==> config.mk <==
export PLATFORM = sky130hd
export DESIGN_NAME = cm138_encoder
export DESIGN_NICKNAME = d
export VERILOG_FILES = /design/src/rtl/cm138_pkg.sv /design/src/rtl/cm138_pick.sv /design/src/rtl/cm138_encoder.sv
export SDC_FILE = /design/constraint.sdc
export NUM_CORES = 1
export LEC_CHECK = 0
export CAP_MARGIN = 20
export CELL_PAD_IN_SITES_DETAIL_PLACEMENT = 0
export CELL_PAD_IN_SITES_GLOBAL_PLACEMENT = 1
export CORE_AREA = 2 2 60 62
export CTS_BUF_LIST = sky130_fd_sc_hd__clkbuf_4 sky130_fd_sc_hd__clkbuf_8 sky130_fd_sc_hd__clkbuf_16
export DETAILED_ROUTE_END_ITERATION = 8
export DIE_AREA = 0 0 62 64
export DONT_BUFFER_PORTS = 1
export PLACE_DENSITY = 0.78
export SLEW_MARGIN = 20
export SYNTH_ARGS = -nofsm -noshare
export SYNTH_HDL_FRONTEND = slang
export SYNTH_SLANG_ARGS = --single-unit
==> constraint.sdc <==
create_clock -name clk -period 3 [get_ports clk]
set_input_delay 0.3 -clock clk [delete_from_list [all_inputs] [get_ports clk]]
set_output_delay 0.3 -clock clk [all_outputs]
set_load 0.01 [all_outputs]
==> src/rtl/cm138_pkg.sv <==
// cm138_pkg: shared types and constants for the cm138 line encoder.
//   state_t      - encoder FSM states (IDLE, EMIT, GAP)
//   NUM_LINES    - number of active-low select lines
//   CODE_W       - width of the encoded index
//   STRETCH_MAX  - largest supported idle gap between codes
//   GAP_W        - width of the gap down-counter
package cm138_pkg;

  localparam int unsigned NUM_LINES   = 8;
  localparam int unsigned CODE_W      = 3;
  localparam int unsigned STRETCH_MAX = 15;
  localparam int unsigned GAP_W       = 4;

  typedef enum logic [1:0] {
    IDLE = 2'd0,
    EMIT = 2'd1,
    GAP  = 2'd2
  } state_t;

endpackage

==> src/rtl/cm138_pick.sv <==
// cm138_pick: combinational selector returning the first set bit of pend,
// searching upward (with wrap) from index start.
//   pend  - pending request bits
//   start - index the search begins at
//   idx   - selected index (0 when nothing is pending)
//   any   - high when pend has at least one bit set
module cm138_pick
  import cm138_pkg::*;
(
  input  logic [NUM_LINES-1:0] pend,
  input  logic [CODE_W-1:0]    start,
  output logic [CODE_W-1:0]    idx,
  output logic                 any
);

  logic [CODE_W-1:0] cand;

  // Walk from the farthest offset down so the nearest hit wins.
  always_comb begin
    idx  = '0;
    any  = 1'b0;
    cand = '0;
    for (int i = NUM_LINES - 1; i >= 0; i--) begin
      cand = start + CODE_W'(i);
      if (pend[cand]) begin
        idx = cand;
        any = 1'b1;
      end
    end
  end

endmodule

==> src/rtl/cm138_encoder.sv <==
// cm138_encoder: captures active-low select lines on a sample strobe and
// emits the index of every requested line, one code per valid/ready handshake,
// optionally separated by STRETCH idle cycles.
// Optional feature: define CM138_ENCODER_RR_EN for round-robin selection
// (search starts just after the last accepted index); default is fixed
// lowest-index priority.
//   clk, rst_n  - clock, asynchronous active-low reset
//   req_n       - active-low select lines, bit k low requests code k
//   sample      - capture strobe for req_n (honoured only when idle)
//   code        - encoded index
//   code_valid  - code is valid
//   code_ready  - consumer accepts code
//   busy        - encoder is not idle
//   overrun     - one-cycle pulse: a sample arrived while busy and was dropped
module cm138_encoder
  import cm138_pkg::*;
#(
  parameter int unsigned STRETCH = 0
) (
  input  logic                 clk,
  input  logic                 rst_n,
  input  logic [NUM_LINES-1:0] req_n,
  input  logic                 sample,
  output logic [CODE_W-1:0]    code,
  output logic                 code_valid,
  input  logic                 code_ready,
  output logic                 busy,
  output logic                 overrun
);

  localparam logic [GAP_W-1:0] STRETCH_C =
    (STRETCH > STRETCH_MAX) ? GAP_W'(STRETCH_MAX) : GAP_W'(STRETCH);

  state_t                state_q, state_d;
  logic [NUM_LINES-1:0]  pend_q, pend_d, pend_left, pick_pend;
  logic [CODE_W-1:0]     code_q, code_d, pick_start, pick_idx;
  logic                  valid_q, valid_d;
  logic                  busy_q, overrun_q, overrun_d;
  logic [GAP_W-1:0]      gap_q, gap_d;
  logic                  pick_any, accept;

  assign accept = valid_q && code_ready;

`ifdef CM138_ENCODER_RR_EN
  logic [CODE_W-1:0] ptr_q;

  // Pointer to the index after the last accepted code.
  always_ff @(posedge clk or negedge rst_n) begin
    if (!rst_n) begin
      ptr_q <= '0;
    end else if (accept) begin
      ptr_q <= code_q + CODE_W'(1);
    end
  end

  // The pick on an accepting edge must already see the advanced pointer.
  assign pick_start = accept ? code_q + CODE_W'(1) : ptr_q;
`else
  assign pick_start = '0;
`endif

  // Pending set the selector looks at for the next code.
  always_comb begin
    pend_left         = pend_q;
    pend_left[code_q] = 1'b0;
    pick_pend         = pend_q;
    case (state_q)
      IDLE:    pick_pend = ~req_n;
      EMIT:    pick_pend = pend_left;
      default: pick_pend = pend_q;
    endcase
  end

  cm138_pick u_pick (
    .pend  (pick_pend),
    .start (pick_start),
    .idx   (pick_idx),
    .any   (pick_any)
  );

  // Next-state and registered-output logic.
  always_comb begin
    state_d   = state_q;
    pend_d    = pend_q;
    code_d    = code_q;
    valid_d   = valid_q;
    gap_d     = gap_q;
    overrun_d = sample && (state_q != IDLE);
    case (state_q)
      IDLE: begin
        if (sample) begin
          pend_d = ~req_n;
          if (pick_any) begin
            state_d = EMIT;
            code_d  = pick_idx;
            valid_d = 1'b1;
          end
        end
      end
      EMIT: begin
        if (accept) begin
          pend_d = pend_left;
          if (!pick_any) begin
            state_d = IDLE;
            valid_d = 1'b0;
          end else if (STRETCH_C == '0) begin
            code_d = pick_idx;
          end else begin
            state_d = GAP;
            valid_d = 1'b0;
            gap_d   = STRETCH_C;
          end
        end
      end
      GAP: begin
        if (gap_q <= GAP_W'(1)) begin
          state_d = EMIT;
          code_d  = pick_idx;
          valid_d = 1'b1;
          gap_d   = '0;
        end else begin
          gap_d = gap_q - GAP_W'(1);
        end
      end
      default: begin
        state_d = IDLE;
        valid_d = 1'b0;
      end
    endcase
  end

  // State and output registers.
  always_ff @(posedge clk or negedge rst_n) begin
    if (!rst_n) begin
      state_q   <= IDLE;
      pend_q    <= '0;
      code_q    <= '0;
      valid_q   <= 1'b0;
      busy_q    <= 1'b0;
      overrun_q <= 1'b0;
      gap_q     <= '0;
    end else begin
      state_q   <= state_d;
      pend_q    <= pend_d;
      code_q    <= code_d;
      valid_q   <= valid_d;
      busy_q    <= (state_d != IDLE);
      overrun_q <= overrun_d;
      gap_q     <= gap_d;
    end
  end

  assign code       = code_q;
  assign code_valid = valid_q;
  assign busy       = busy_q;
  assign overrun    = overrun_q;

endmodule

# After elaboration in Yosys (flattened, before gate mapping)

Cells that the tools add are included.

Register bits: 20
Memories kept: 0
Output and inout bits: 6
Bits in latches: 0
Logic and storage cells: 72
Input bits: 12
RAM bits: 0
Memory bits (read-only): 0

Bitwise gates (word level): 3
Shift-type cells: 0
Multiplexer cells: 40
Equal/unequal tests: 7
$mul: 0
$add $sub $neg: 1
Magnitude comparators: 3
Divide/modulo/power cells: 0
Reductions and logical operators: 11

Operators by type and width:

| kind                                                                                 | count |
|---|---|
| 3-bit 2-to-1 mux                                                                     | 12 |
| 8-bit case mux with 2 select lines                                                   | 2 |
| 8-bit 2-to-1 mux                                                                     | 2 |
| 8-bit inverter                                                                       | 2 |
| 1-bit 2-to-1 mux                                                                     | 14 |
| 2-bit 2-to-1 mux                                                                     | 5 |
| 2-bit inequality test (second input constant)                                        | 5 |
| 3-bit case mux with 3 select lines                                                   | 1 |
| 8-bit bitwise AND                                                                    | 1 |
| 2-bit case mux with 3 select lines                                                   | 1 |
| 2-bit nonzero test                                                                   | 3 |
| 5-bit AND reduction                                                                  | 1 |
| 4-bit by 1-bit less-or-equal comparator with 1-bit output (second input constant)    | 1 |
| 3-bit by 4-bit < comparator with 1-bit output (second input constant)                | 1 |
| 4-bit 2-to-1 mux                                                                     | 1 |
| 4-bit AND reduction                                                                  | 1 |
| 4-bit by 1-bit subtractor with 4-bit output (second input constant)                  | 1 |
| 1-bit demux with 3-bit select                                                        | 1 |
| 3-bit by 1-bit greater-or-equal comparator with 1-bit output (second input constant) | 1 |
| 1-bit logical AND                                                                    | 3 |
| 1-bit case mux with 3 select lines                                                   | 1 |
| 3-bit AND reduction                                                                  | 1 |
| 3-bit nonzero test                                                                   | 1 |
| 2-bit by 1-bit == test with 1-bit output (second input constant)                     | 1 |
| 2 further kinds                                                                      | 2 |

# Longest topological paths before layout

Gate-level depths: netlist of the first run.

Word-level depth: 19
Depth in mapped cells: 8
Depth with buffers taken out: 7

# Hierarchy

A second synthesis of the first run with hierarchy kept.

Cells, all modules: 218
Area total of the unflattened synthesis: 1909.3 sq um

Modules (own cells, without submodules):

| module        | area an instance (sq um) | times used | cells each | sequential area each (sq um) |
|---|---|---|---|---|
| cm138_encoder | 1127.3                   | 1          | 128        | 500.5 |
| cm138_pick    | 782.0                    | 1          | 90         | 0.0 |

# Worst setup path before layout of the first run

OpenSTA, ideal clock, no wires.

Kind: flip-flop to flip-flop
From: reg code_q[1], in the netlist code[1]
To: reg code_q[0], in the netlist code[0]
Stages on the path, launching flop included: 8
Data required time: 2.875 ns
Period minus slack after synthesis: 2.201 ns
Buffers on the path: 1
Setup time: 0.125 ns
Slack: 0.799 ns
Data arrival time: 2.076 ns
Path through: dfrtp_1 > buf_6 > or3b_4 > a311oi_2 > nor4b_4 > nand2_2 > o21ai_2 > mux2_2

Word-level cells in the longest chain between the ends: 18
Elaborated cells on any way between the ends: 29
Classes of those cells: order compare (2); mux (24); bitwise (2); reduce/logical (1)

Ends and longest elaborated chain:

| what                                                                                                                                                | RTL line                                  | RTL |
|---|---|---|
| from (decl)                                                                                                                                         | cm138_encoder.sv:36                       | `logic [CODE_W-1:0] code_q, code_d, pick_start, pick_idx;` |
| from (signal assigned)                                                                                                                              | cm138_encoder.sv:145                      | `code_q <= code_d;` |
| 3-bit by 4-bit < comparator with 1-bit output (not written as such) or 3-bit by 1-bit greater-or-equal comparator with 1-bit output (tied branches) | cm138_encoder.sv:65                       | `pend_left[code_q] = 1'b0;` |
| 1-bit logical AND (not written as such)                                                                                                             | cm138_encoder.sv:65                       |  |
| 1-bit 2-to-1 mux (not written as such)                                                                                                              | cm138_encoder.sv:65                       |  |
| 1-bit demux with 3-bit select *                                                                                                                     | cm138_encoder.sv:65                       |  |
| 8-bit inverter (no source line) *                                                                                                                   | n/a                                       |  |
| 8-bit bitwise AND (no source line) *                                                                                                                | n/a                                       |  |
| 8-bit case mux with 2 select lines *                                                                                                                | cm138_encoder.sv:67                       | `case (state_q)` |
| 3-bit 2-to-1 mux or 1-bit 2-to-1 mux (tied branches) (8 in series)                                                                                  | cm138_pick.sv:25                          | `if (pend[cand]) begin` |
| 3-bit 2-to-1 mux                                                                                                                                    | cm138_encoder.sv:103                      | `if (!pick_any) begin` |
| 3-bit 2-to-1 mux, on equally long branches                                                                                                          | cm138_encoder.sv:101, cm138_encoder.sv:91 |  |
| 3-bit case mux with 3 select lines *                                                                                                                | cm138_encoder.sv:89                       | `case (state_q)` |

Every way passes the cells marked *; elsewhere a longest branch is shown, timed or not. The select of a mux whose other input is x is not followed.
A chain may end at the register's enable or synchronous reset.

# Worst setup path in the final report of the first run

From: reg state_q[1]
To: reg code_q[0], in the netlist code[0]

Word-level cells in the longest chain between the ends: 13
Elaborated cells on any way between the ends: 30
Classes of those cells: eq/ne (5); mux (22); reduce/logical (3)

Ends and longest elaborated chain:

| what                                                                        | RTL line                                  | RTL |
|---|---|---|
| from (decl)                                                                 | cm138_encoder.sv:34                       | `state_t state_q, state_d;` |
| from (signal assigned)                                                      | cm138_encoder.sv:143                      | `state_q <= state_d;` |
| 2-bit by 1-bit == test with 1-bit output or 2-bit zero test (tied branches) | cm138_encoder.sv:67, cm138_encoder.sv:89  |  |
| 8-bit case mux with 2 select lines                                          | cm138_encoder.sv:67                       |  |
| 3-bit 2-to-1 mux or 1-bit 2-to-1 mux (tied branches) (8 in series)          | cm138_pick.sv:25                          |  |
| 3-bit 2-to-1 mux                                                            | cm138_encoder.sv:103                      |  |
| 3-bit 2-to-1 mux, on equally long branches                                  | cm138_encoder.sv:101, cm138_encoder.sv:91 |  |
| 3-bit case mux with 3 select lines                                          | cm138_encoder.sv:89                       |  |

Parallel ways exist; a longest one is shown, timed or not. The select of a mux whose other input is x is not followed.

==> flow_summary.ini, run 1 <==
[timing]
grt_setup_unrepaired = false
fin_crit_sh_pct = 87.1
number_of_max_slew_violations_in_the_final_report = 0
finalSetupViolCount = 0
finalSetupTns_ns = 0
worst-slew-pin-transition_ns = 0.910
period_needed_ns = 2.61
slew_headroom_pct = 39.1
achievable_freq_mhz = 382
timing.clock.skew_ns = 0.00561
finalHoldViolCount = 0

[yosys]
synth-seq-cells = 20
net_count_after_synthesis = 160
syn-mean-instance-area_sq_um = 8.84
synth_ff_type = sky130_fd_sc_hd__dfrtp_1
ys_warn_count = 0
synth_mux_area_share_pct = 2.62
synth_fa_ha_area_share_pct = 1.94
synth_cell_types = 39
number_of_synthesized_flops_with_an_enable_pin = 0
post_synth_xor_area_fraction_pct = 0
synth_compound_area_share_pct = 22.1
synth-seq-area-share_pct = 38.8
synth_area_sq_um = 1290
synth_simple_gate_area_share_pct = 29.3
synth_cells = 146
main_combinational_cell_family_by_area_after_synthesis = simple AND/OR/NAND/NOR gates
asyncSetResetFlopFracSynth_pct = 100

[route]
routedLengthMet1_um = 1290
max_layer_used = met4
dr.pass1.iters = 4
num_vias = 1059
met2_wirelength_um = 1350
detailedRoute.firstIterationViolations = 81
wl_per_cell_um = 14.9
route.detailed.drc = 0
detail_route.vias_per_cell = 5.57
wl_met3_um = 174
drt-total-wl_um = 2830
detail-route-antenna-nets = 0

[clock_tree]
cts.repair.resized = 0
clk_transition_reported_paths_ns = 0.12
cts-buffers-inserted = 3
h-tree-depth = 1
clk_root_buffer_cell = sky130_fd_sc_hd__clkbuf_4
cts-root-to-sink-buffers = 2
tritoncts = done
holdBufCountCts = 1
numClockSinks = 20
cts.repair_timing.setup_buffer_count = 0
clkLatencyLatePin_ns = 0.30

[power_and_ir_drop]
max_rail_drop_vdd_v = 0.000352
total_power_divided_by_cell_area_nw_per_um2 = 865
total_leakage_power_nw = 0.548

[die]
die_h_um = 64
rows = 21
fp.dieW_um = 62
dieArea_sq_um = 3970
design.portCount = 18
core_area_sq_um = 3280
initial_core_util_pct = 39.3

[place]
dpl.cell_count = 185
port_buffers = 0
dp.final_hpwl_um = 2100
finalWeightedCongestion = 0.838
place_area_sq_um = 1310

[finish]
finalNetCount = 159
fraction_of_final_layout_cells_sized_beyond_drive_strength_1_pct = 11.1
finalNonFillerCells = 190
area_growth_syn_to_layout_pct = 6.11
antenna-diode-count = 0
post-route-cell-area_sq_um = 1370
fillerInstances = 334

[min_path]
hold_path.class = in -> reg

[global_routing]
grt_pass1_wl_um = 4840
first_global_vias = 1037
largest_net_degree_at_the_start_of_global_routing = 25
grt_antenna_before_repair = 0
remaining_overflow_grt = 0
globalRouteTotalUtil_pct = 16.2

[critical_path]
end_kind = flip-flop
crit_fanout = 24
worst_setup_path_start_kind = flip-flop
timing.setup.critical_path_class = reg -> reg
worst_ep_required_time_ns = 3.20
worstPathArrival_ns = 2.81

[flow_run]
max_cap_violations = 0

[outcome]
outcome = finished clean
## worst max-delay path, cell delays in order (launching register included)
cell and delay [ns]:
sky130_fd_sc_hd__dfrtp_1 0.84, sky130_fd_sc_hd__nor2b_4 0.18, sky130_fd_sc_hd__a311oi_1 0.47, sky130_fd_sc_hd__nor4b_4 0.38, sky130_fd_sc_hd__nand2_2 0.10, sky130_fd_sc_hd__o21ai_2 0.17
sky130_fd_sc_hd__mux2_2 0.36
## logic make-up after synthesis
kind of cell | count (synthesis)
AND/OR/NAND/NOR | 66
AO/OA/AOI/OAI | 42
flip-flops | 20
buffers and inverters | 13
multiplexers | 3
adder cells (fa/ha/maj) | 2
## cell usage in the layout (no fill, tap or decap), drive strengths merged
cell type    netlist  final
dfrtp             20     20
dlygate4sd3        0      1
nand2b             4      4
o221ai             3      3
or3b               1      1
a21oi              5      5
ha                 2      2
a22o               1      1
o21ai             13     13
or3                1      1
or4                1      1
nand3              2      2
nor3b              3      3
nor2              15     15
o22ai              2      2
or2                1      1
buf                6      1
a211oi             1      1
a21boi             1      1
o21bai             1      1
nor4               1      1
nor3               7      7
a311o              3      3
a311oi             2      2
mux2               3      3
and2               6      6
nand2             18     18
nor4b              2      2
inv                5      5
o31ai              3      3
nand3b             3      3
a21o               1      1
nor2b              1      1
a31oi              6      6
bufinv             0      1
clkbuf             2      3
## worst paths after layout
check,start,cells past startpoint,endpoint,slack [ns]
min reg2reg,gap_q[1]$_DFFE_PN0P_,2,gap_q[1]$_DFFE_PN0P_,0.50
min,req_n[3],1,pend_q[3]$_DFFE_PN0P_,0.09
max in group asynchronous,rst_n,1,code[0]$_DFFE_PN0P_,1.89
min in group asynchronous,rst_n,1,gap_q[2]$_DFFE_PN0P_,0.56
max reg2reg,state_q[1]$_DFF_PN0_,6,code[0]$_DFFE_PN0P_,0.39
max,state_q[1]$_DFF_PN0_,6,code[0]$_DFFE_PN0P_,0.39
## final cells by class
class                      instances  area, sq um  area share [%]
multi-input combinational        113          722            52.7
sequential                        20          500            36.6
tap                               46         57.6            4.20
clock inverter                     1         30.0            2.19
clock buffer                       3         22.5            1.65
inverter                           5         18.8            1.37
timing repair buffer               2         17.5            1.28
## registers in the layout, summed over array words and instances, names as in the netlist
name / count
pend_q: 8
gap_q: 4
state_q: 2
overrun: 1
code: 3
code_valid: 1
busy: 1
## metal layers
layer / track usage (%) / up-vias
met1: 21.8 / 500
met2: 25.7 / 29
met4: 2.39 / 0
met5: 0 / -
met3: 5.47 / 2
li1: - / 528
## Yosys cell counts, types with 2 or more instances
| library cell | n | share of area (%) |
|---|---|---|
| sky130_fd_sc_hd__nor2_1 | 15 | 4.4 |
| sky130_fd_sc_hd__inv_1 | 5 | 1.5 |
| sky130_fd_sc_hd__and2_1 | 6 | 2.9 |
| sky130_fd_sc_hd__a31oi_1 | 6 | 2.9 |
| sky130_fd_sc_hd__a21oi_1 | 5 | 1.9 |
| sky130_fd_sc_hd__dfrtp_1 | 20 | 39 |
| sky130_fd_sc_hd__nand3b_1 | 3 | 1.7 |
| sky130_fd_sc_hd__nor3_1 | 7 | 2.7 |
| sky130_fd_sc_hd__clkbuf_1 | 2 | 0.58 |
| sky130_fd_sc_hd__buf_2 | 3 | 1.2 |
| sky130_fd_sc_hd__nand3_1 | 2 | 0.78 |
| sky130_fd_sc_hd__o21ai_0 | 12 | 4.7 |
| sky130_fd_sc_hd__o31ai_1 | 3 | 1.7 |
| sky130_fd_sc_hd__a311o_1 | 3 | 2.3 |
| sky130_fd_sc_hd__nor4b_4 | 2 | 3.7 |
| sky130_fd_sc_hd__nand2_1 | 17 | 4.9 |
| sky130_fd_sc_hd__buf_4 | 2 | 1.2 |
| sky130_fd_sc_hd__o221ai_1 | 3 | 2.0 |
| sky130_fd_sc_hd__nor3b_1 | 3 | 1.7 |
| sky130_fd_sc_hd__o22ai_1 | 2 | 0.97 |
| sky130_fd_sc_hd__ha_1 | 2 | 1.9 |
| sky130_fd_sc_hd__nand2b_1 | 4 | 1.9 |
| sky130_fd_sc_hd__mux2_2 | 3 | 2.6 |
## power by group
part | leakage [nW] | total [mW] | switching, mW | internal, mW
combinational | 0.275 | 0.503 | 0.255 | 0.248
sequential | 0.245 | 0.459 | 0.116 | 0.343
clock | 0.0279 | 0.222 | 0.0866 | 0.135
## per-stage QoR
stage	setup slack (ns)	power (mW)	util (%)	hold WS, ns
after CTS	0.406	1.20	41.7	0.0804
after global placement	0.551	0.948	39.8	0.00511
after floorplan	0.799	0.885	-	0.00441
final	0.386	1.18	41.7	0.0914
after global routing	0.191	1.29	41.7	0.0708
after detailed placement	0.457	0.964	39.8	0.00509
Note: power is estimated with default switching activity, not from simulation.
==> run 2: changes to the inputs <==
- CORE_AREA: 2 2 60 62 -> 2 2 72 74
- DIE_AREA: 0 0 62 64 -> 0 0 74 76
- SYNTH_HIERARCHICAL: unset -> 1
- clock period: 3 -> 3.2 ns (I/O delays scaled with it)
==> run 2 against run 1 <==
Clock power shrank 13%. Combinational power increased to 3.1 times the previous value. Flip-flop and latch count stayed put. Highest routed layer unchanged. Global-route usage up 2.6 points. Final cell count up 63%. Die area increased by 42%. Cell area grew 63%.
==> flow_summary.ini, run 2 <==
[outcome]
outcome = finished clean

[die]
rows = 26
dieArea_sq_um = 5620
fp.dieW_um = 74
core_area_sq_um = 4910
die_h_um = 76
design.portCount = 18
initial_core_util_pct = 38.9

[critical_path]
crit_path_cell_trace = inv_1 -> or3_4 -> a21oi_2 -> o22ai_2 -> mux4_2 -> nor4_4 -> nand4_1 -> a21oi_2 -> nor2_2 -> o22ai_4 -> mux2_4
critPathSlowestCell = sky130_fd_sc_hd__mux4_2
path_delay_family = simple AND/OR/NAND/NOR gates
timing.setup.critical_path_class = reg -> reg
crit_buf_inv = 1
end_kind = flip-flop
worst_setup_path_start_kind = flip-flop
crit_fanout = 6
worstPathArrival_ns = 3.22
worst_ep_required_time_ns = 3.35
critPathMaxStageDelay_ns = 0.57
critPathMostFrequentCell = sky130_fd_sc_hd__a21oi_2

[route]
num_vias = 1759
detail-route-antenna-nets = 0
detail_route.vias_per_cell = 5.67
dr.pass1.iters = 4
wl_per_cell_um = 15.9
drt-total-wl_um = 4930
detailedRoute.firstIterationViolations = 169
route.detailed.drc = 0

[yosys]
synth_fa_ha_area_share_pct = 2.62
synth_top_area_cell = sky130_fd_sc_hd__dfrtp_1
number_of_synthesized_flops_with_an_enable_pin = 0
yosys.cell_count.top_type = sky130_fd_sc_hd__dfrtp_1
syn-mean-instance-area_sq_um = 8.76
post_synth_most_frequent_cells = sky130_fd_sc_hd__dfrtp_1 (20), sky130_fd_sc_hd__a21oi_1 (19), sky130_fd_sc_hd__inv_1 (18)
synth-seq-cells = 20
synth_simple_gate_area_share_pct = 14.5
synth_top_cell_area_share_pct = 26.2
synth_cells = 218
main_combinational_cell_family_by_area_after_synthesis = compound AO/OA/AOI/OAI gates
synth_mux_area_share_pct = 21.0
largest_cells_by_area_after_synthesis = sky130_fd_sc_hd__dfrtp_1 (26%), sky130_fd_sc_hd__mux4_1 (6.9%), sky130_fd_sc_hd__mux4_2 (5.9%)
post_synth_xor_area_fraction_pct = 1.38
synth_area_sq_um = 1910
asyncSetResetFlopFracSynth_pct = 100
synth_ff_type = sky130_fd_sc_hd__dfrtp_1
ys_warn_count = 6
synth_compound_area_share_pct = 26.1
synth-seq-area-share_pct = 26.2
synth_cell_types = 53

[power_and_ir_drop]
total_leakage_power_nw = 0.977
total_power_divided_by_cell_area_nw_per_um2 = 947
max_rail_drop_vdd_v = 0.000470

[clock_tree]
numClockSinks = 20
clk_transition_reported_paths_ns = 0.08
clkLatencyLatePin_ns = 0.26
clk_root_buffer_cell = sky130_fd_sc_hd__clkbuf_8
cts-buffers-inserted = 3
h-tree-depth = 1
tritoncts = done
cts-root-to-sink-buffers = 2

[place]
port_buffers = 0
place_area_sq_um = 2070
dp.final_hpwl_um = 3570
dpl.cell_count = 300
finalWeightedCongestion = 0.835

[finish]
regMostFlops = pend_q
post-route-cell-area_sq_um = 2230
fillerInstances = 480
area_growth_syn_to_layout_pct = 16.9
finalNetCount = 257
antenna-diode-count = 0
largest_register_ff_count = 8
mostFrequentLayoutCells = sky130_fd_sc_hd__dfrtp_1 (19), sky130_fd_sc_hd__buf_4 (19), sky130_fd_sc_hd__inv_1 (17), sky130_fd_sc_hd__a21oi_1 (17), sky130_fd_sc_hd__o21ai_0 (16)
finalNonFillerCells = 310
fraction_of_final_layout_cells_sized_beyond_drive_strength_1_pct = 23.8

[timing]
timing.clock.skew_ns = 0.00576
finalHoldViolCount = 0
period_needed_ns = 3.07
achievable_freq_mhz = 326
number_of_max_slew_violations_in_the_final_report = 0
finalSetupViolCount = 0
fin_crit_sh_pct = 96.0

[global_routing]
grt_antenna_before_repair = 0
globalRouteTotalUtil_pct = 18.8
grt_pass1_wl_um = 8450
remaining_overflow_grt = 0
largest_net_degree_at_the_start_of_global_routing = 21
first_global_vias = 1708

[flow_run]
max_cap_violations = 0

[min_path]
hold_path.class = in -> reg
## run 2: cell count changes in the layout (fill, tap and decap cells not counted), moves of 6 or more
cell,change
sky130_fd_sc_hd__buf_4,+18
sky130_fd_sc_hd__a21oi_1,+12
sky130_fd_sc_hd__inv_1,+12
sky130_fd_sc_hd__conb_1,+10
sky130_fd_sc_hd__o22ai_1,+8
sky130_fd_sc_hd__mux4_2,+7
sky130_fd_sc_hd__o21ai_1,+6
## run 2: repair_timing
action	in CTS	in global routing
resized for setup	1	16
setup buffers	0	4
endpoints found under the setup margin	3	3
endpoints found under the hold margin	20	0
hold buffers	1	0
pin swaps	0	5
## run 2: layer usage
layer	track usage, %	vias to the layer above	share of wire, %	wire, um
met5	0	-	0	0
li1	-	854	-	-
met1	27.4	837	44	2190
met2	28.7	61	49	2430
met4	6.91	0	1.5	74
met3	1.85	7	4.8	235
## run 2: path summary, 6_finish.rpt
| kind | from | depth (start not counted) | endpoint | slack [ns] |
|---|---|---|---|---|
| worst max-delay path | code[2]$_DFFE_PN0P_ | 11 | code[0]$_DFFE_PN0P_ | 0.13 |
| max in group asynchronous | rst_n | 2 | state_q[1]$_DFF_PN0_ | 2.39 |
| min in group asynchronous | rst_n | 1 | code[0]$_DFFE_PN0P_ | 0.37 |
| worst max register to register | code[2]$_DFFE_PN0P_ | 11 | code[0]$_DFFE_PN0P_ | 0.13 |
| worst min-delay path | req_n[0] | 1 | pend_q[0]$_DFFE_PN0P_ | 0.14 |
| worst min register to register | pend_q[4]$_DFFE_PN0P_ | 2 | pend_q[4]$_DFFE_PN0P_ | 0.49 |
## run 2: report_power, final
| group | total [mW] | internal, mW | switching [mW] |
|---|---|---|---|
| Clock | 0.193 | 0.110 | 0.0836 |
| Sequential | 0.383 | 0.333 | 0.0504 |
| Combinational | 1.54 | 0.741 | 0.796 |
## run 2: layout make-up
class                      count  area [sq um]  share of cell area (%)
multi-input combinational    176          1350                    60.3
sequential                    20           502                    22.5
timing repair buffer          22           175                    7.85
tap                           70          87.6                    3.92
inverter                      18          67.6                    3.03
clock buffer                   4          55.1                    2.47
## run 2: cells by family after synthesis
family | count (synthesis)
compound gates | 80
fa+ha+maj | 4
simple gates | 55
flops | 20
mux | 24
buf+inv | 31
other cells | 1
xor+xnor | 3
## run 2: through the flow
stage                     hold WS (ns)  setup WS [ns]  utilization (%)  power [mW]  TNS, ns
after floorplan                 0.0244         0.0601                -        1.35        0
after CTS                        0.144        0.00556             43.5        1.93        0
after detailed placement        0.0249        -0.0271             42.1        1.72  -0.0742
after global placement          0.0249          0.143             42.1        1.71        0
final                            0.144          0.128             45.4        2.11        0
after global routing             0.150        -0.0375             45.4        2.29   -0.105
